`src/rtl/pong_game_controller.sv`:
```
// pong_game_controller: Pong game sequencer. Owns ball position and direction,
// wall bounces, paddle collisions, scoring and the idle/serve/play/point/over
// state machine, and publishes a paddle enable that freezes paddles outside play.
// Build option: define PONG_SPEEDUP_EN to make ball speed start at BALL_SPEED on
// every serve and rise by one per paddle hit, capped at 6. Without it the speed
// is the constant BALL_SPEED.
module pong_game_controller #(
    parameter int unsigned SCREEN_W     = 640,
    parameter int unsigned SCREEN_H     = 480,
    parameter int unsigned BALL_SIZE    = 8,
    parameter int unsigned PADDLE_W     = 10,
    parameter int unsigned PADDLE_H     = 100,
    parameter int unsigned PADDLE_ONE_X = 20,
    parameter int unsigned PADDLE_TWO_X = 610,
    parameter int unsigned BALL_SPEED   = 2,
    parameter int unsigned SERVE_DELAY  = 60,
    parameter int unsigned WIN_SCORE    = 7
) (
    input  logic       clk,
    input  logic       reset,
    input  logic       tick,
    input  logic       start,
    input  logic [9:0] paddle_one_y,
    input  logic [9:0] paddle_two_y,
    output logic [9:0] ball_x,
    output logic [9:0] ball_y,
    output logic [3:0] score_one,
    output logic [3:0] score_two,
    output logic       paddles_enable,
    output logic       game_over,
    output logic       winner
);

    localparam int unsigned POS_W   = 10;
    localparam int unsigned ARITH_W = 11;
    localparam int unsigned SCORE_W = 4;
    localparam int unsigned CNT_W   = $clog2(SERVE_DELAY + 1);

    localparam logic [ARITH_W-1:0] CENTRE_X = ARITH_W'(SCREEN_W / 2 - BALL_SIZE / 2);
    localparam logic [ARITH_W-1:0] CENTRE_Y = ARITH_W'(SCREEN_H / 2 - BALL_SIZE / 2);
    localparam logic [ARITH_W-1:0] X_MAX    = ARITH_W'(SCREEN_W - BALL_SIZE);
    localparam logic [ARITH_W-1:0] Y_MAX    = ARITH_W'(SCREEN_H - BALL_SIZE);
    localparam logic [ARITH_W-1:0] P1_FACE  = ARITH_W'(PADDLE_ONE_X + PADDLE_W);
    localparam logic [ARITH_W-1:0] P2_FACE  = ARITH_W'(PADDLE_TWO_X - BALL_SIZE);
    localparam logic [ARITH_W-1:0] BALL_EXT = ARITH_W'(BALL_SIZE);
    localparam logic [ARITH_W-1:0] PAD_EXT  = ARITH_W'(PADDLE_H);
    localparam logic [SCORE_W-1:0] WIN      = SCORE_W'(WIN_SCORE);
    localparam logic [CNT_W-1:0]   SERVE_END = CNT_W'(SERVE_DELAY);

    typedef enum logic [2:0] {
        S_IDLE  = 3'd0,
        S_SERVE = 3'd1,
        S_PLAY  = 3'd2,
        S_POINT = 3'd3,
        S_OVER  = 3'd4
    } state_e;

    state_e               state_q, state_d;
    logic                 tick_q;
    logic                 step_c;
    logic [POS_W-1:0]     ball_x_q, ball_x_d;
    logic [POS_W-1:0]     ball_y_q, ball_y_d;
    logic                 dx_q, dx_d;          // 1 = moving right
    logic                 dy_q, dy_d;          // 1 = moving down
    logic                 serve_dx_q, serve_dx_d;
    logic [SCORE_W-1:0]   score_one_q, score_one_d;
    logic [SCORE_W-1:0]   score_two_q, score_two_d;
    logic [CNT_W-1:0]     cnt_q, cnt_d;
    logic [CNT_W-1:0]     cnt_inc_c;
    logic                 winner_q, winner_d;
    logic                 paddles_enable_q, paddles_enable_d;
    logic                 game_over_q, game_over_d;

    logic [ARITH_W-1:0]   spd_c;
    logic [ARITH_W-1:0]   bx_c, by_c, p1y_c, p2y_c;
    logic [ARITH_W-1:0]   nx_c, ny_c;
    logic                 ndx_c, ndy_c;
    logic                 ov1_c, ov2_c;
    logic                 miss_c;
    logic                 win_c;

    // Frame tick edge detector: one-clk step pulse per tick rising edge
    always_ff @(posedge clk or negedge reset) begin
        if (!reset) tick_q <= 1'b0;
        else        tick_q <= tick;
    end

    assign step_c    = tick & ~tick_q;
    assign cnt_inc_c = cnt_q + CNT_W'(1);

`ifdef PONG_SPEEDUP_EN
    localparam int unsigned        SPEED_W   = 3;
    localparam logic [SPEED_W-1:0] SPEED_MAX = SPEED_W'(6);

    logic [SPEED_W-1:0] speed_q, speed_d;

    // Speed reloads on every serve entry and climbs by one per paddle hit
    always_comb begin
        speed_d = speed_q;
        if (state_d == S_SERVE && state_q != S_SERVE) begin
            speed_d = SPEED_W'(BALL_SPEED);
        end else if (state_q == S_PLAY && step_c && !miss_c && ndx_c != dx_q
                     && speed_q < SPEED_MAX) begin
            speed_d = speed_q + SPEED_W'(1);
        end
    end

    // Speed register
    always_ff @(posedge clk or negedge reset) begin
        if (!reset) speed_q <= SPEED_W'(BALL_SPEED);
        else        speed_q <= speed_d;
    end

    assign spd_c = ARITH_W'(speed_q);
`else
    assign spd_c = ARITH_W'(BALL_SPEED);
`endif

    // Candidate ball motion for one play step, horizontal and vertical independent
    always_comb begin
        bx_c   = {1'b0, ball_x_q};
        by_c   = {1'b0, ball_y_q};
        p1y_c  = {1'b0, paddle_one_y};
        p2y_c  = {1'b0, paddle_two_y};
        ov1_c  = (by_c + BALL_EXT > p1y_c) && (by_c < p1y_c + PAD_EXT);
        ov2_c  = (by_c + BALL_EXT > p2y_c) && (by_c < p2y_c + PAD_EXT);
        nx_c   = bx_c;
        ndx_c  = dx_q;
        miss_c = 1'b0;
        ny_c   = by_c;
        ndy_c  = dy_q;

        if (!dx_q) begin
            if (bx_c >= P1_FACE && bx_c - spd_c <= P1_FACE && ov1_c) begin
                nx_c  = P1_FACE;
                ndx_c = 1'b1;
            end else if (bx_c <= spd_c) begin
                miss_c = 1'b1;
            end else begin
                nx_c = bx_c - spd_c;
            end
        end else begin
            if (bx_c <= P2_FACE && bx_c + spd_c >= P2_FACE && ov2_c) begin
                nx_c  = P2_FACE;
                ndx_c = 1'b0;
            end else if (bx_c + spd_c >= X_MAX) begin
                miss_c = 1'b1;
            end else begin
                nx_c = bx_c + spd_c;
            end
        end

        if (dy_q) begin
            if (by_c + spd_c >= Y_MAX) begin
                ny_c  = Y_MAX;
                ndy_c = 1'b0;
            end else begin
                ny_c = by_c + spd_c;
            end
        end else begin
            if (by_c <= spd_c) begin
                ny_c  = '0;
                ndy_c = 1'b1;
            end else begin
                ny_c = by_c - spd_c;
            end
        end
    end

    // The scorer of the last point is the player the next serve moves away from
    assign win_c = serve_dx_q ? (score_one_q == WIN) : (score_two_q == WIN);

    // State register
    always_ff @(posedge clk or negedge reset) begin
        if (!reset) state_q <= S_IDLE;
        else        state_q <= state_d;
    end

    // Next-state logic; start only matters in IDLE and OVER, where it beats a step
    always_comb begin
        state_d = state_q;
        case (state_q)
            S_IDLE:  if (start) state_d = S_SERVE;
            S_SERVE: if (step_c && cnt_inc_c == SERVE_END) state_d = S_PLAY;
            S_PLAY:  if (step_c && miss_c) state_d = S_POINT;
            S_POINT: if (step_c) state_d = win_c ? S_OVER : S_SERVE;
            S_OVER:  if (start) state_d = S_SERVE;
            default: state_d = S_IDLE;
        endcase
    end

    // Registered status outputs follow the state being entered
    always_comb begin
        paddles_enable_d = (state_d == S_SERVE) || (state_d == S_PLAY);
        game_over_d      = (state_d == S_OVER);
    end

    // Ball, score, counter and winner updates per state
    always_comb begin
        ball_x_d    = ball_x_q;
        ball_y_d    = ball_y_q;
        dx_d        = dx_q;
        dy_d        = dy_q;
        serve_dx_d  = serve_dx_q;
        score_one_d = score_one_q;
        score_two_d = score_two_q;
        cnt_d       = cnt_q;
        winner_d    = winner_q;

        case (state_q)
            S_IDLE: begin
                ball_x_d = POS_W'(CENTRE_X);
                ball_y_d = POS_W'(CENTRE_Y);
                if (start) cnt_d = '0;
            end
            S_SERVE: begin
                ball_x_d = POS_W'(CENTRE_X);
                ball_y_d = POS_W'(CENTRE_Y);
                if (step_c) cnt_d = cnt_inc_c;
            end
            S_PLAY: begin
                if (step_c) begin
                    ball_y_d = POS_W'(ny_c);
                    dy_d     = ndy_c;
                    if (miss_c) begin
                        serve_dx_d = dx_q;
                        if (!dx_q) begin
                            if (score_two_q < WIN) score_two_d = score_two_q + SCORE_W'(1);
                        end else begin
                            if (score_one_q < WIN) score_one_d = score_one_q + SCORE_W'(1);
                        end
                    end else begin
                        ball_x_d = POS_W'(nx_c);
                        dx_d     = ndx_c;
                    end
                end
            end
            S_POINT: begin
                if (step_c) begin
                    if (win_c) begin
                        winner_d = ~serve_dx_q;
                    end else begin
                        cnt_d    = '0;
                        ball_x_d = POS_W'(CENTRE_X);
                        ball_y_d = POS_W'(CENTRE_Y);
                        dx_d     = serve_dx_q;
                    end
                end
            end
            S_OVER: begin
                if (start) begin
                    score_one_d = '0;
                    score_two_d = '0;
                    cnt_d       = '0;
                    ball_x_d    = POS_W'(CENTRE_X);
                    ball_y_d    = POS_W'(CENTRE_Y);
                    dx_d        = 1'b1;
                end
            end
            default: ;
        endcase
    end

    // Datapath and output registers
    always_ff @(posedge clk or negedge reset) begin
        if (!reset) begin
            ball_x_q         <= POS_W'(CENTRE_X);
            ball_y_q         <= POS_W'(CENTRE_Y);
            dx_q             <= 1'b1;
            dy_q             <= 1'b1;
            serve_dx_q       <= 1'b1;
            score_one_q      <= '0;
            score_two_q      <= '0;
            cnt_q            <= '0;
            winner_q         <= 1'b0;
            paddles_enable_q <= 1'b0;
            game_over_q      <= 1'b0;
        end else begin
            ball_x_q         <= ball_x_d;
            ball_y_q         <= ball_y_d;
            dx_q             <= dx_d;
            dy_q             <= dy_d;
            serve_dx_q       <= serve_dx_d;
            score_one_q      <= score_one_d;
            score_two_q      <= score_two_d;
            cnt_q            <= cnt_d;
            winner_q         <= winner_d;
            paddles_enable_q <= paddles_enable_d;
            game_over_q      <= game_over_d;
        end
    end

    assign ball_x         = ball_x_q;
    assign ball_y         = ball_y_q;
    assign score_one      = score_one_q;
    assign score_two      = score_two_q;
    assign paddles_enable = paddles_enable_q;
    assign game_over      = game_over_q;
    assign winner         = winner_q;

endmodule

```
`config.mk`:
```
export PLATFORM = sky130hd
export DESIGN_NAME = pong_game_controller
export DESIGN_NICKNAME = d
export VERILOG_FILES = /design/src/rtl/pong_game_controller.sv
export SDC_FILE = /design/constraint.sdc
export NUM_CORES = 1
export LEC_CHECK = 0
export ABC_CLOCK_PERIOD_IN_PS = 4900
export CAP_MARGIN = 10
export CELL_PAD_IN_SITES_DETAIL_PLACEMENT = 2
export CELL_PAD_IN_SITES_GLOBAL_PLACEMENT = 2
export CORE_AREA = 3 3 118 120
export CTS_CLUSTER_DIAMETER = 80
export DETAILED_ROUTE_END_ITERATION = 7
export DIE_AREA = 0 0 121 123
export GPL_TIMING_DRIVEN = 0
export PLACE_DENSITY_LB_ADDON = 0.12
export SYNTH_ARGS = -nofsm -noshare
export SYNTH_HDL_FRONTEND = slang
export SYNTH_SLANG_ARGS = --single-unit
```
`constraint.sdc`:
```
create_clock -name clk -period 4.9 [get_ports clk]
set_input_delay 0.735 -clock clk [delete_from_list [all_inputs] [get_ports clk]]
set_output_delay 0.735 -clock clk [all_outputs]
set_load 0.02 [all_outputs]
```
# After elaboration in Yosys (flattened, before gate mapping)
# Cells that the tools add are included.
dict set report totals {
  in_bits 24
  out_inout_bits 31
  wordCells 148
  regBits 44
}
dict set report op_classes {
  n_reduce_logical 25
  order_cmp 14
  n_bitwise 3
  add_sub_neg 10
  eq_ne 24
  mux 59
}
# cell n
set op_table {}
lappend op_table {{10-bit two-way mux} 17}
lappend op_table {{10-bit one-hot mux with 4 select lines} 2}
lappend op_table {{4-bit two-way mux} 9}
lappend op_table {{6-bit two-way mux} 4}
lappend op_table {{10-bit by 2-bit adder with 11-bit output, second input constant} 2}
lappend op_table {{10-bit by 7-bit adder with 11-bit output, second input constant} 2}
lappend op_table {{11-bit by 10-bit greater-or-equal comparator with 1-bit output, second input constant} 2}
lappend op_table {{11-bit by 10-bit greater-than comparator with 1-bit output} 2}
lappend op_table {{10-bit by 11-bit less-than comparator with 1-bit output} 2}
lappend op_table {{2-bit != test, second input constant} 11}
lappend op_table {{10-bit by 2-bit less-or-equal comparator with 1-bit output, second input constant} 2}
lappend op_table {{6-bit one-hot mux with 3 select lines} 1}
lappend op_table {{6-bit AND reduction} 3}
lappend op_table {{1-bit two-way mux} 17}
lappend op_table {{4-bit one-hot mux with 2 select lines} 2}
lappend op_table {{3-bit two-way mux} 5}
lappend op_table {{3-bit one-hot mux with 4 select lines} 1}
lappend op_table {{10-bit by 4-bit adder with 11-bit output, second input constant} 1}
lappend op_table {{11-bit by 9-bit greater-or-equal comparator with 1-bit output, second input constant} 1}
lappend op_table {{11-bit by 5-bit less-or-equal comparator with 1-bit output, second input constant} 1}
lappend op_table {{10-bit by 2-bit subtractor with 11-bit output, second input constant} 1}
lappend op_table {{10-bit by 5-bit greater-or-equal comparator with 1-bit output, second input constant} 1}
lappend op_table {{10-bit less-or-equal comparator, second input constant} 1}
lappend op_table {{5-bit AND reduction} 2}
lappend op_table {{other kinds (24)} 43}

# Depth between registers and ports, before layout
dict set report depth {
  word_depth 11
  ltp_mapped 15
  mapped_depth_nobuf 13
}

# Least setup slack after synthesis
# OpenSTA, ideal clock, no wires.
dict set report synth_path {
  kind {reg-to-reg}
  from {reg ball_y_q[3] (netlist: ball_y[3])}
  to {reg ball_x_q[7] (netlist: ball_x[7])}
  arrival_ps 3389
  setup_ps 122
  path_stages_with_launch 16
  slack_ps 1390
  required_time_ps 4778
  n_path_buf 3
  synth_period_minus_slack_ps 3510
  path_cell_list {dfstp_2 -> clkbuf_1 -> and3_1 -> nand3_1 -> xnor2_1 -> ha_1 -> nand3_1 -> nor3_1 -> o21ai_0 -> and4_1 -> or2_2 -> clkbuf_1 -> o21ai_4 -> buf_6 -> o31ai_1 -> a32o_1}
}
dict set report synth_between {
  elab_chain_len 9
  word_cells_on_any_way 22
  classes_between {add/sub (1); order compare (4); eq/ne (3); mux (9); reduce/logical (5)}
}
# item line
set synth_rtl {}
lappend synth_rtl {{start, declared} 62} ;# logic [POS_W-1:0] ball_y_q, ball_y_d;
lappend synth_rtl {{start signal, assigned} 268} ;# ball_y_q <= POS_W'(CENTRE_Y);
lappend synth_rtl {{start signal, assigned} 280} ;# ball_y_q <= ball_y_d;
lappend synth_rtl {{10-bit by 4-bit adder with 11-bit output} {125, 126}}
lappend synth_rtl {{11-bit by 10-bit greater-than comparator with 1-bit output (on tied branches)} {125, 126}}
lappend synth_rtl {{1-bit logical AND (on tied branches)} {125, 126}}
lappend synth_rtl {{1-bit logical AND (on tied branches)} {134, 143}}
lappend synth_rtl {{10-bit two-way mux (on tied branches)} {134, 143}}
lappend synth_rtl {{10-bit two-way mux} 133} ;# if (!dx_q) begin
lappend synth_rtl {{10-bit two-way mux} 225} ;# if (miss_c) begin
lappend synth_rtl {{10-bit two-way mux} 222} ;# if (step_c) begin
lappend synth_rtl {{10-bit one-hot mux with 4 select lines} 210} ;# case (state_q)
lappend synth_rtl {{end signal, assigned} 267} ;# ball_x_q <= POS_W'(CENTRE_X);
lappend synth_rtl {{end signal, assigned} 279} ;# ball_x_q <= ball_x_d;
lappend synth_rtl {{end, declared} 61} ;# logic [POS_W-1:0] ball_x_q, ball_x_d;
# Parallel ways exist; a longest one is shown, timed or not. The select of a mux whose other input is x is not followed.
# A chain may end at the register's enable or synchronous reset.

# Worst setup path in the final report
dict set report layout_path {
  from {in paddle_two_y[4]}
  to {reg ball_x_q[7] (netlist: ball_x[7])}
}
dict set report layout_between {
  elab_chain_len 9
  word_cells_on_any_way 15
  classes_between {add/sub (1); order compare (2); eq/ne (2); mux (7); reduce/logical (3)}
}
# item line
set layout_rtl {}
lappend layout_rtl {{start, declared} 24} ;# input logic [9:0] paddle_two_y,
lappend layout_rtl {{10-bit by 7-bit adder with 11-bit output} 126} ;# ov2_c = (by_c + BALL_EXT > p2y_c) && (by_c < p2y_c + PAD_EXT);
lappend layout_rtl {{10-bit by 11-bit less-than comparator with 1-bit output} 126}
lappend layout_rtl {{1-bit logical AND (*)} 126}
lappend layout_rtl {{1-bit logical AND (*)} 143} ;# if (bx_c <= P2_FACE && bx_c + spd_c >= P2_FACE && ov2_c) begin
lappend layout_rtl {{10-bit two-way mux} 143}
lappend layout_rtl {{10-bit two-way mux} 133}
lappend layout_rtl {{10-bit two-way mux} 225}
lappend layout_rtl {{10-bit two-way mux} 222}
lappend layout_rtl {{10-bit one-hot mux with 4 select lines} 210}
# Mark *: on every way between the ends. The rest lies on a longest branch, timed or not. The select of a mux whose other input is x is not followed.

==> reports/metrics.cfg <==
[outcome]
status = complete, no violations

[clocking]
cts_max_path_buffers = 2
cts_buffers = 5
clkTransAtPathRegs_ns = 0.07
cts_hold_buffers = 0
clkLatencyLatePin_ns = 0.29
ctsHtreeMaxLevel = 2
cts_resized = 0
cts.sinks = 42
cts_setup_buffers = 0
cts_root_buf = clkbuf_16
cts_tree = yes

[final_layout]
diodes = 0
multiInputGateArea_sq_mm = 0.00302
drive_above_1_share_pct = 7.53
syn_to_final_growth_pct = 20.8
final_cells = 787
seq_area_sq_mm = 0.00107
fin_nets = 682
fill_cells = 1509
post-route-util_pct = 40.4
design_area_sq_mm = 0.00528

[worst_setup_path]
critical_path.endpoint_type = flop
cpPeakStageDelay_ns = 0.57
ff2ff_path_depth = 15
ff2ff_setup_slack_ns = 0.81
crit_path_cell_trace = clkdlybuf4s50_1 -> nand3_1 -> and3_1 -> nor3_1 -> xnor2_1 -> ha_1 -> a21oi_1 -> nand2_1 -> a221oi_1 -> o211ai_1 -> or2_2 -> clkbuf_1 -> o21ai_4 -> buf_6 -> o31ai_1 -> a32o_1
cp.required_ns = 5.08
r2r_end = ball_x[7]
cp_max_fo = 10
critical_path.slowest_cell = clkdlybuf4s50_1
r2r_start = ball_y[3]
arrival_ns = 4.34
worstSetupPathType = in2reg
cp-start-kind = primary input

[drt]
post_drt_wl_per_cell_um = 19.3
vias = 4454
drt-vias-per-instance = 5.66
drc = 0
drt_iter0_drc = 134
detail-route-antenna-nets = 0
drt_wl_total_um = 15200
firstDrtPassIters = 4

[power_and_ir_drop]
powerDensity_mw_per_mm2 = 202
total_power_uw = 1060
vdd_drop_max_mv = 0.104
p_leak_uw = 0.00211

[placement]
portBuffers = 52
place_congestion = 0.831
post-place-cells = 779
place_area_sq_mm = 0.00513
dp_hpwl_um = 12000

[logic_synthesis]
yosysTopAreaCell = dfrtp_1
post-synth-top-area-fraction_pct = 16.6
async_reset_ff_share_pct = 100
synth-edff-count = 0
yosysSeqAreaShare_pct = 24.4
yosys_warnings = 0
synth_common_cells = nor2_1, ha_1, nand2_1
syn_area_sq_mm = 0.00437
netlist_top_cells_area = dfrtp_1, ha_1, dfstp_2, a21oi_1, o21ai_0
synth_top_flop_cell = dfrtp_1
ys_ff_latch = 42
synth_cell_types = 73
yosysMostFrequentCell = nor2_1
synthesis.instances = 549
syn_area_per_cell_sq_um = 7.96

[global_routing]
grt_pass1_wl_um = 25400
antenna_found_initial = 0
grt_max_degree = 24
overflow = 0
grtUsageTotal_pct = 21.1
grt_pass1_vias = 4794

[floorplanning]
num_rows = 42
die_h_um = 123
initial_utilization_pct = 33.4
die_w_um = 121
design.portCount = 55
dieArea_sq_mm = 0.0149
core-area_sq_mm = 0.0131

[timing]
setup_viol = 0
fin_skew_ns = 0.00620
final-hold-violation-count = 0
max-slew-margin-rel_pct = 41.6
rsz0062_at_grt = false
fmax_ghz = 0.241
worst_pin_slew_ns = 0.869
fin_setup_tns_ns = 0
final.min_clock_period_ns = 4.15
finalCritPeriodShare_pct = 84.8
maxSlewViolCount = 0

[hold_path]
min_path_type = in2async

[job]
drv_cap = 0

kinds of logic (layout without fill, tap and decap cells):
family,count (synthesis),after routing,synth area share (%)
other cells,1,2,0.0858
fa+ha+maj,48,48,13.7
buf+inv,66,127,6.47
mux,7,7,1.66
simple gates,194,194,22.8
xor+xnor,29,29,5.81
flops,42,42,24.4
compound gates,162,162,25.0
critical path, delay by kind of cell:
kind / cells / cell delay, ns
and+or+nand+nor: 5 / 0.96
adders and majority gates: 1 / 0.28
buffers and inverters: 3 / 0.95
xor gates and xnor gates: 1 / 0.15
AOI/OAI and AO/OA: 6 / 1.25
per-stage QoR:
step	setup WS (ns)	hold WS, ns
CTS	0.728	0.432
finish	0.746	0.425
detailed placement	0.425	0.505
global placement	0.513	0.495
floorplan	1.39	0.439
global route	0.502	0.457
placed cells by master (no fill, tap or decap), types with 8 or more instances in the layout:
| cell | n |
|---|---|
| nand3_1 | 25 |
| dfstp_2 | 13 |
| xnor2_1 | 21 |
| ha_1 | 48 |
| a21oi_1 | 43 |
| clkdlybuf4s50_1 | 51 |
| nor2_1 | 49 |
| nor3_1 | 12 |
| clkbuf_1 | 17 |
| inv_1 | 37 |
| and3_1 | 10 |
| nand4_1 | 12 |
| xor2_1 | 8 |
| dfrtp_1 | 29 |
| o21ai_0 | 39 |
| o22ai_1 | 8 |
| o211ai_1 | 8 |
| nand2_1 | 44 |
how the worst max path moves through the flow:
stage / startpoint / end / slack [ns] / cells after the start
2_1_floorplan: ball_y[3] / ball_x[7] / 1.39 / 15
3_3_place_gp: paddle_two_y[4] / ball_x[7] / 0.51 / 16
3_5_place_dp: paddle_two_y[4] / ball_x[7] / 0.43 / 16
4_1_cts: paddle_two_y[4] / ball_x[7] / 0.73 / 16
5_1_grt: paddle_two_y[4] / ball_x[4] / 0.50 / 14
6_report: paddle_two_y[4] / ball_x[7] / 0.75 / 16
metal layers:
| metal | track usage, % | up-vias | wire length (um) |
|---|---|---|---|
| met5 | 0 | - | 0 |
| met4 | 3.19 | 0 | 127 |
| met3 | 2.38 | 12 | 283 |
| met2 | 40.0 | 49 | 8110 |
| met1 | 26.2 | 2261 | 6700 |
| li1 | - | 2132 | - |
power breakdown:
group	internal, uW	switching (uW)	leakage (uW)	total, uW
registers	380	38.6	0.000521	419
clock network	205	151	0.0000745	356
logic	125	165	0.00152	290
total	711	354	0.00211	1060
area by class of cell:
| class | count | area share [%] |
|---|---|---|
| tap | 176 | 4.17 |
| clock inverter | 1 | 0.166 |
| multi-input combinational | 442 | 57.3 |
| buffer | 27 | 2.58 |
| sequential | 42 | 20.2 |
| inverter | 39 | 2.77 |
| clock buffer | 7 | 2.70 |
| timing repair buffer | 53 | 10.1 |
registers in the layout (all words and copies together), names as in the netlist, 3 cells and up:
| register | flops |
|---|---|
| ball_x | 9 |
| ball_y | 9 |
| cnt_q | 6 |
| score_one | 4 |
| score_two | 4 |
| state_q | 3 |
Note: power is estimated with default switching activity, not from simulation.
